$ cat config.mk
export PLATFORM = sky130hd
export DESIGN_NAME = run_feeder
export DESIGN_NICKNAME = d
export VERILOG_FILES = /design/src/rtl/bonsai_pkg.sv /design/src/rtl/run_sort_bank.sv /design/src/rtl/run_feeder.sv
export SDC_FILE = /design/constraint.sdc
export NUM_CORES = 2
export LEC_CHECK = 0
export BUFFER_PORTS_ARGS = -buffer_cell sky130_fd_sc_hd__buf_2
export CORE_UTILIZATION = 50
export CTS_CLUSTER_SIZE = 10
export DETAILED_ROUTE_END_ITERATION = 6
export PLACE_DENSITY = 0.68
export SLEW_MARGIN = 20
export SYNTH_ARGS = -nofsm -noshare
export SYNTH_HDL_FRONTEND = slang
export SYNTH_SLANG_ARGS = --single-unit
$ cat constraint.sdc
create_clock -name i_clk -period 4.8 [get_ports i_clk]
set_clock_uncertainty 0.05 [all_clocks]
set_input_delay 0.48 -clock i_clk [delete_from_list [all_inputs] [get_ports i_clk]]
set_output_delay 0.48 -clock i_clk [all_outputs]
set_load 0.02 [all_outputs]
$ cat src/rtl/bonsai_pkg.sv
// Shared types and constants for the merger-tree front end.
package bonsai_pkg;

  localparam int unsigned KEY_W      = 32;
  // Key value reserved to mark the end of a sorted run.
  localparam int unsigned TERMINATOR = 0;

  typedef enum logic [1:0] {
    EMPTY,
    FILLING,
    SORTED,
    DRAINING
  } bank_state_t;

endpackage

$ cat src/rtl/run_sort_bank.sv
// One insertion-sort register bank: keys are placed in order as they arrive, then the bank is
// read out ascending followed by a terminator word.
module run_sort_bank
  import bonsai_pkg::*;
#(
  parameter int unsigned W       = KEY_W,
  parameter int unsigned RUN_LEN = 8,
  parameter int unsigned CntW    = $clog2(RUN_LEN + 1)
) (
  input  logic            clk_i,
  input  logic            rst_i,
  input  logic            insert_i,
  input  logic [W-1:0]    key_i,
  input  logic            close_i,
  input  logic            pop_i,
  output bank_state_t     state_o,
  output logic [CntW-1:0] count_o,
  output logic            at_term_o,
  output logic [W-1:0]    head_o
);

  bank_state_t        state_q, state_d;
  logic [CntW-1:0]    count_q, count_d;
  logic [CntW-1:0]    idx_q, idx_d;
  logic [W-1:0]       entries_q [RUN_LEN];
  logic [W-1:0]       entries_d [RUN_LEN];
  logic [RUN_LEN-1:0] gt;
  logic               at_term;

  // Parallel compare: occupied slots whose key is strictly greater than the newcomer.
  always_comb begin
    for (int j = 0; j < RUN_LEN; j++) begin
      gt[j] = (CntW'(j) < count_q) && (entries_q[j] > key_i);
    end
  end

  // Read side: current drain word, or the terminator once every key has been popped.
  always_comb begin
    at_term = (idx_q == count_q);
    head_o  = '0;
    for (int j = 0; j < RUN_LEN; j++) begin
      if (!at_term && idx_q == CntW'(j)) head_o = entries_q[j];
    end
  end

  // Next state: insert with shift-up of larger keys, close, and pop/free.
  always_comb begin
    state_d   = state_q;
    count_d   = count_q;
    idx_d     = idx_q;
    entries_d = entries_q;
    if (insert_i) begin
      // Ties do not shift, so equal keys keep arrival order.
      entries_d[0] = (gt[0] || count_q == '0) ? key_i : entries_q[0];
      for (int j = 1; j < RUN_LEN; j++) begin
        if (gt[j-1]) begin
          entries_d[j] = entries_q[j-1];
        end else if (gt[j] || count_q == CntW'(j)) begin
          entries_d[j] = key_i;
        end
      end
      count_d = count_q + CntW'(1);
      if (state_q == EMPTY) state_d = FILLING;
    end
    if (close_i) state_d = SORTED;
    if (pop_i) begin
      if (at_term) begin
        state_d = EMPTY;
        count_d = '0;
        idx_d   = '0;
      end else begin
        state_d = DRAINING;
        idx_d   = idx_q + CntW'(1);
      end
    end
  end

  // Control state register with synchronous reset; clearing count discards stored keys.
  always_ff @(posedge clk_i) begin
    if (rst_i) begin
      state_q <= EMPTY;
      count_q <= '0;
      idx_q   <= '0;
    end else begin
      state_q <= state_d;
      count_q <= count_d;
      idx_q   <= idx_d;
    end
  end

  // Key storage; validity is tracked by count_q so no reset is needed.
  always_ff @(posedge clk_i) begin
    entries_q <= entries_d;
  end

  assign state_o   = state_q;
  assign count_o   = count_q;
  assign at_term_o = at_term;

endmodule

$ cat src/rtl/run_feeder.sv
// Turns an unsorted key stream into ascending runs of up to RUN_LEN keys, each closed by a 0
// terminator, presented on a first-word-fall-through read port. Two ping-pong banks let one run
// drain while the next fills.
// Optional: define RUN_FEEDER_CHECK_EN for sticky o_err flags (zero key dropped, read while empty).
module run_feeder
  import bonsai_pkg::*;
#(
  parameter int unsigned W       = KEY_W,
  parameter int unsigned RUN_LEN = 8
) (
  input  logic         i_clk,
  input  logic         i_rst,
  input  logic [W-1:0] i_key,
  input  logic         i_key_valid,
  input  logic         i_key_last,
  output logic         o_key_ready,
  output logic [W-1:0] o_fifo_data,
  output logic         o_fifo_empty,
  input  logic         i_fifo_read,
  output logic         o_busy,
  output logic [1:0]   o_err
);

  localparam int unsigned CntW = $clog2(RUN_LEN + 1);

  logic            fill_ptr_q, fill_ptr_d;
  logic            drain_ptr_q, drain_ptr_d;
  bank_state_t     st      [2];
  logic [CntW-1:0] cnt     [2];
  logic            at_term [2];
  logic [W-1:0]    head    [2];
  logic [1:0]      insert_b, close_b, pop_b;
  bank_state_t     fill_st, drain_st;
  logic            accept, key_zero, insert, close, pop, free;

  for (genvar b = 0; b < 2; b++) begin : g_bank
    run_sort_bank #(
      .W       (W),
      .RUN_LEN (RUN_LEN)
    ) u_bank (
      .clk_i     (i_clk),
      .rst_i     (i_rst),
      .insert_i  (insert_b[b]),
      .key_i     (i_key),
      .close_i   (close_b[b]),
      .pop_i     (pop_b[b]),
      .state_o   (st[b]),
      .count_o   (cnt[b]),
      .at_term_o (at_term[b]),
      .head_o    (head[b])
    );
  end

  // Handshakes, run-close decision and steering of strobes to the fill/drain banks.
  always_comb begin
    fill_st      = st[fill_ptr_q];
    drain_st     = st[drain_ptr_q];
    o_key_ready  = ~i_rst & ((fill_st == EMPTY) || (fill_st == FILLING));
    accept       = i_key_valid & o_key_ready;
    key_zero     = (i_key == W'(TERMINATOR));
    insert       = accept & ~key_zero;
    // A zero key with last only closes a run that already holds keys.
    close        = (insert & (cnt[fill_ptr_q] == CntW'(RUN_LEN - 1)))
                 | (accept & i_key_last & (insert | (cnt[fill_ptr_q] != '0)));
    o_fifo_empty = ~((drain_st == SORTED) || (drain_st == DRAINING));
    pop          = i_fifo_read & ~o_fifo_empty & ~i_rst;
    free         = pop & at_term[drain_ptr_q];
    o_fifo_data  = o_fifo_empty ? '0 : head[drain_ptr_q];
    o_busy       = (st[0] != EMPTY) | (st[1] != EMPTY);
    insert_b     = '0;
    close_b      = '0;
    pop_b        = '0;
    insert_b[fill_ptr_q] = insert;
    close_b[fill_ptr_q]  = close;
    pop_b[drain_ptr_q]   = pop;
    fill_ptr_d   = fill_ptr_q ^ close;
    drain_ptr_d  = drain_ptr_q ^ free;
  end

  // Ping-pong pointers: fill moves on run close, drain moves when the terminator is popped.
  always_ff @(posedge i_clk) begin
    if (i_rst) begin
      fill_ptr_q  <= 1'b0;
      drain_ptr_q <= 1'b0;
    end else begin
      fill_ptr_q  <= fill_ptr_d;
      drain_ptr_q <= drain_ptr_d;
    end
  end

`ifdef RUN_FEEDER_CHECK_EN
  logic [1:0] err_q;
  logic       zero_drop, rd_empty;

  // Error events seen this cycle.
  always_comb begin
    zero_drop = accept & key_zero;
    rd_empty  = i_fifo_read & o_fifo_empty & ~i_rst;
  end

  // Sticky error flags, cleared only by reset.
  always_ff @(posedge i_clk) begin
    if (i_rst) begin
      err_q <= '0;
    end else begin
      err_q <= err_q | {rd_empty, zero_drop};
      if (zero_drop) $error("run_feeder: zero key dropped");
      if (rd_empty)  $error("run_feeder: read while empty");
    end
  end

  assign o_err = err_q;
`else
  assign o_err = 2'b00;
`endif

endmodule

== Word level (Yosys, flattened, before mapping) ==
Cells that the tools add are included.

* Word-level logic and storage cells: 305
* Register bits: 534

* Eq/ne operators: 34
* Magnitude comparators: 38
* Bitwise logic cells: 22
* $add $sub $neg: 4
* Reductions and logical operators: 101
* Muxes and demuxes: 82

{| class="wikitable"
|+ Operators by type and width
! cell !! number
|-
| $mux 32 || 48
|-
| $gt 32x32->1 || 16
|-
| $eq 4x3->1 const B || 17
|-
| $mux 4 || 11
|-
| $reduce_and 2->1 || 18
|-
| $logic_and 1x1->1 || 34
|-
| $eq 4x2->1 const B || 8
|-
| $logic_not 32->1 || 1
|-
| $lt 3x4->1 const A || 8
|-
| $mux 2 || 16
|-
| $reduce_bool 2->1 || 16
|-
| $logic_or 1x1->1 || 18
|-
| $add 4x1->4 const B || 4
|-
| $eq 4x1->1 const B || 4
|-
| $logic_not 4->1 || 4
|-
| $lt 1x4->1 const A || 4
|-
| $lt 2x4->1 const A || 4
|-
| $reduce_bool 3->1 || 4
|-
| $and 1x1->1 || 9
|-
| $eq 4x4->1 || 2
|-
| $and 2x2->2 || 3
|-
| $logic_not 2->1 || 3
|-
| $mux 1 || 5
|-
| $eq 2x2->1 const B || 2
|-
| other kinds (11) || 22
|}

== Depth between registers and ports, before layout ==
* Word-level depth: 15
* Gate-level depth with buffers: 13

== By module ==
From an unflattened synthesis, not the netlist that was laid out.

* Cell total of the unflattened synthesis: 3261
* Area, all modules: 38520.7 µm²

{| class="wikitable"
|+ Modules (own cells, without submodules)
! module !! instances !! cells each !! area an instance (µm²) !! sequential area each (µm²)
|-
| run_sort_bank at g_bank[0].u_bank || 1 || 1578 || 18959.4 || 7887.6
|-
| run_sort_bank at g_bank[1].u_bank || 1 || 1571 || 18773.0 || 7887.6
|-
| run_feeder || 1 || 112 || 788.3 || 40.0
|}

== Worst setup path after synthesis ==
No wires, ideal clock.

* Kind: input port to flip-flop
* Start point: in i_key[26]
* End point: reg g_bank[1].u_bank.entries_q[192] in the netlist's numbering, enable pin
* Setup time: 0.441 ns
* Slack: -0.149 ns
* Arrival: 4.459 ns
* Required time: 4.309 ns
* Cell stages on the path: 11
* Path buffers: 2
* Cell sequence: clkbuf_1 > inv_1 > ha_1 > nand4_1 > or2_2 > or3_1 > o211ai_1 > a31o_2 > nand3_2 > buf_2 > a31oi_1

* Word-level cells in the longest chain between the ends: 5
* Elaborated cells between the ends (all ways): 11

{| class="wikitable"
|+ RTL lines
! what !! line !! RTL
|-
| start, declared || run_feeder.sv:13 || <nowiki>input logic [W-1:0] i_key,</nowiki>
|-
| $gt 32x32->1 or $logic_not 32->1 (tied branches) || run_sort_bank.sv:33, run_feeder.sv:60 ||
|-
| $logic_and 1x1->1 or $not 1->1 (tied branches) || run_sort_bank.sv:33, run_feeder.sv:61 ||
|-
| $logic_or 1x1->1 or $and 1x1->1 (tied branches) || run_sort_bank.sv:58, run_feeder.sv:61 ||
|-
| $reduce_bool 2->1 (no source line) or $and 2x2->2 (tied branches) || -- ||
|-
| $reduce_and 2->1 (no source line) * || -- ||
|-
| end signal, assigned || run_sort_bank.sv:93 || <nowiki>entries_q <= entries_d;</nowiki>
|-
| end, declared || run_sort_bank.sv:25 || <nowiki>logic [W-1:0] entries_q [RUN_LEN];</nowiki>
|}

Mark *: on every way between the ends. The rest lies on a longest branch, timed or not.
A chain may end at the register's enable or synchronous reset.

== Worst setup path in the final report ==
* Start point: reg g_bank[1].u_bank.count_q[3]
* End point: out o_fifo_data[3]

* Word-level cells in the longest chain between the ends: 15
* Elaborated cells between the ends (all ways): 22

{| class="wikitable"
|+ RTL lines
! what !! line !! RTL
|-
| start, declared || run_sort_bank.sv:23 || <nowiki>logic [CntW-1:0] count_q, count_d;</nowiki>
|-
| start signal, assigned || run_sort_bank.sv:86 || <nowiki>count_q <= count_d;</nowiki>
|-
| $eq 4x4->1 * || run_sort_bank.sv:39 || <nowiki>at_term = (idx_q == count_q);</nowiki>
|-
| $logic_not 1->1 * || run_sort_bank.sv:42 || <nowiki>if (!at_term && idx_q == CntW'(j)) head_o = entries_q[j];</nowiki>
|-
| $logic_and 1x1->1 || run_sort_bank.sv:42 ||
|-
| $mux 32 (7 in series) || run_sort_bank.sv:42 ||
|-
| $mux 32 * || run_sort_bank.sv:42 ||
|-
| $mux 32 (not written as such) * (3 in series) || run_feeder.sv:68 || <nowiki>o_fifo_data = o_fifo_empty ? '0 : head[drain_ptr_q];</nowiki>
|-
| $mux 32 * || run_feeder.sv:68 ||
|-
| end, declared || run_feeder.sv:17 || <nowiki>output logic [W-1:0] o_fifo_data,</nowiki>
|}

Mark *: on every way between the ends. The rest lies on a longest branch, timed or not. The select of a mux whose other input is x is not followed.

==> impl_metrics.tcl <==
set metrics [dict create \
    status "finished clean" \
    placed_cell_area_um2 41500 \
    synthTopCellsByArea "edfxtp_1 (40%), ha_1 (17%), mux2_2 (12%), a21oi_1 (3.0%), o21ai_0 (2.0%)" \
    synth_cells 3416 \
    yosys.area.top_type "edfxtp_1" \
    yosysWarningCount 0 \
    async_flop_share_pct 0 \
    placedCellCount 4548 \
    first_global_vias 30265 \
    pwr_density_cell_nw_per_um2 257 \
    synth_seq_cells 534 \
    grt_first_pass_wirelength_um 196000 \
    worstSkewPairLatency_ns 0.62 \
    htreeDepth 3 \
    hold_path.class "primary input to flop" \
    synth_edf_count 512 \
    nNetsFinal 4159 \
    numPortBuffers 71 \
    globalRouteOverflowTotal 0 \
    p_leak_nw 16.4 \
    hold_slack_ns 0.141 \
    clockBufferDepth 3 \
    design.portCount 74 \
    max_slew.worst_pin.slew_ns 1.12 \
    cts-root-buf "clkbuf_16" \
    remaining_drc_errors 0 \
    vdd.ir_drop.worst_mv 0.198 \
    start_kind "flop" \
    path_class "flop to primary output" \
    num_vias 31316 \
    setup-tns-final_ns 0 \
    wire_per_inst_um 28.4 \
    clk_pin_slew_ns 0.05 \
    critPathCaptureType "primary output" \
    finalHoldViolCount 0 \
    routed_wl_um 133000 \
    cts.sink_count 534 \
    die_w_um 280 \
    final-setup-viol-count 0 \
    cap_viol_max_count 0 \
    rsz0062_at_grt "false" \
    synth_top_area_share_pct 39.9 \
    ys.flop_type "edfxtp_1" \
    antenna_violating_nets_post_route 0 \
    dr.pass1.iters 6 \
    antenna_found_initial 4 \
    rows 101 \
    cp.required_ns 4.27 \
    critPathMaxFanout 14 \
    post-route-min-period_ns 4.76 \
    viasPerCell 6.71 \
    design_area_um2 43600 \
    fmax_mhz 210 \
    die_y_um 280 \
    finalCritPeriodShare_pct 99.1 \
    fin_cells 4667 \
    ys_types 88 \
    core_um2 76100 \
    grt_max_degree 52 \
    relSlewSlack_pct 25.4 \
    cts_buffers 68 \
    dp_hpwl_um 103000 \
    gp_congestion 1.01 \
    start_util_pct 50.6 \
    dieArea_um2 78100 \
    gr-usage-all-layers_pct 33.6 \
    cts_tree "built" \
    syn2layout_area_growth_pct 13.2 \
    arrival_ns 4.23 \
    drive_gt1_share_pct 24.1 \
    synth_seq_area_share_pct 41.1 \
    drt_iter0_drc 3576 \
    syn_avg_cell_area_um2 11.3 \
    antennaDiodeCount 0 \
    syn-cell-area_um2 38500 \
    drv_slew 0 \
]
==> cells in the mapped netlist, drive strengths merged, types with 58 or more instances <==
cell,instances
mux2,443
a21oi,227
inv,97
o211ai,61
clkbuf,101
o21ai,160
buf,82
nand4,114
edfxtp,512
nand3,80
ha,528
nand2,166
a211oi,58
nor2,177
==> layout by cell type, fill, tap and decap left out, drive strengths merged, types with 13 or more instances in the layout <==
cell type | netlist | routed
a2111oi | 15 | 15
a211o | 15 | 15
a211oi | 58 | 58
a21o | 35 | 35
a21oi | 227 | 227
a221o | 30 | 30
a221oi | 56 | 56
a22oi | 19 | 19
a31oi | 47 | 47
and3 | 16 | 16
buf | 82 | 290
clkbuf | 101 | 93
clkinv | 0 | 16
dfxtp | 22 | 22
edfxtp | 512 | 512
ha | 528 | 528
inv | 97 | 100
mux2 | 443 | 443
nand2 | 166 | 166
nand2b | 18 | 18
nand3 | 80 | 80
nand4 | 114 | 114
nor2 | 177 | 177
nor2b | 24 | 24
nor3 | 54 | 54
nor4 | 30 | 30
o211ai | 61 | 61
o21a | 23 | 23
o21ai | 160 | 160
o22ai | 24 | 24
o31ai | 21 | 21
o32a | 13 | 13
xor2 | 14 | 14
==> final timing paths <==
check                                                          startpoint                                         to  slack [ns]  depth (start not counted)
worst max register to register  g_bank[1].u_bank.entries_q[123]$_DFFE_PP_  g_bank[1].u_bank.entries_q[102]$_DFFE_PP_        0.78                         10
worst min register to register   g_bank[1].u_bank.state_o[1]$_SDFFE_PP0P_   g_bank[1].u_bank.state_o[1]$_SDFFE_PP0P_        0.48                          2
worst max-delay path               g_bank[1].u_bank.count_o[3]$_SDFF_PP0_                             o_fifo_data[3]        0.04                          9
worst min-delay path                                                i_rst     g_bank[1].u_bank.idx_q[0]$_SDFFE_PP0P_        0.14                          2
==> final cells by class <==
class                           count  area (um2)
Timing Repair Buffer              290        2240
Clock buffer                       93        1840
Clock inverter                     20         113
Inverter                           97         368
Tap cell                         1030        1290
Sequential cell                   534       15800
Fill cell                        6451       32500
Multi-Input combinational cell   2603       21900
==> power by group <==
| group | switching, mW | internal [mW] |
|---|---|---|
| Sequential | 0.0334 | 5.15 |
| Clock | 2.07 | 2.67 |
| Combinational | 0.763 | 0.535 |
==> registers in the layout, indices dropped and copies added (netlist names) <==
register,count
g_bank.u_bank.count_o,8
fill_ptr_q,1
g_bank.u_bank.state_o,4
g_bank.u_bank.idx_q,8
g_bank.u_bank.entries_q,512
drain_ptr_q,1
==> cell families after synthesis <==
group	count (synthesis)	share of synthesized area, %
buffers and inverters	280	3.21
flip-flops	534	41.1
other	1	0.00974
AO/OA/AOI/OAI	888	15.5
multiplexers	449	13.4
AND/OR/NAND/NOR	714	9.07
XOR/XNOR	22	0.539
adder cells (fa/ha/maj)	528	17.2
==> per-layer routing <==
metal / part of all wire, % / GRT usage (%) / up-vias
li1: - / - / 13959
met1: 41 / 45.6 / 15345
met2: 44 / 51.5 / 1709
met3: 9.7 / 5.90 / 297
met4: 5.5 / 17.3 / 6
met5: 0.036 / 0 / -
==> critical path: stages (launching register included) <==
cell,delay (ns)
dfxtp_1,0.50
nor2_1,0.93
a311oi_4,0.38
buf_4,0.32
a221o_1,0.35
o21ai_0,0.11
o21ai_0,0.12
a32oi_1,0.38
o21ai_0,0.27
buf_2,0.22
==> repair_timing <==
action | CTS | global route
resized for setup | 0 | 3
hold buffers | 0 | 0
setup endpoints to repair | 0 | 9
setup buffers | 0 | 1
==> metrics by stage <==
step | setup slack (ns) | utilization, % | total power [mW]
3_5_place_dp | 0.378 | 54.5 | 6.54
4_1_cts | 0.0927 | 57.1 | 11.2
5_1_grt | 0.0160 | 57.3 | 11.5
3_3_place_gp | 0.407 | 54.5 | 6.51
2_1_floorplan | 0.0114 | - | 6.06
6_report | 0.0417 | 57.3 | 11.2
No activity file was read; power rests on OpenSTA's default activity.
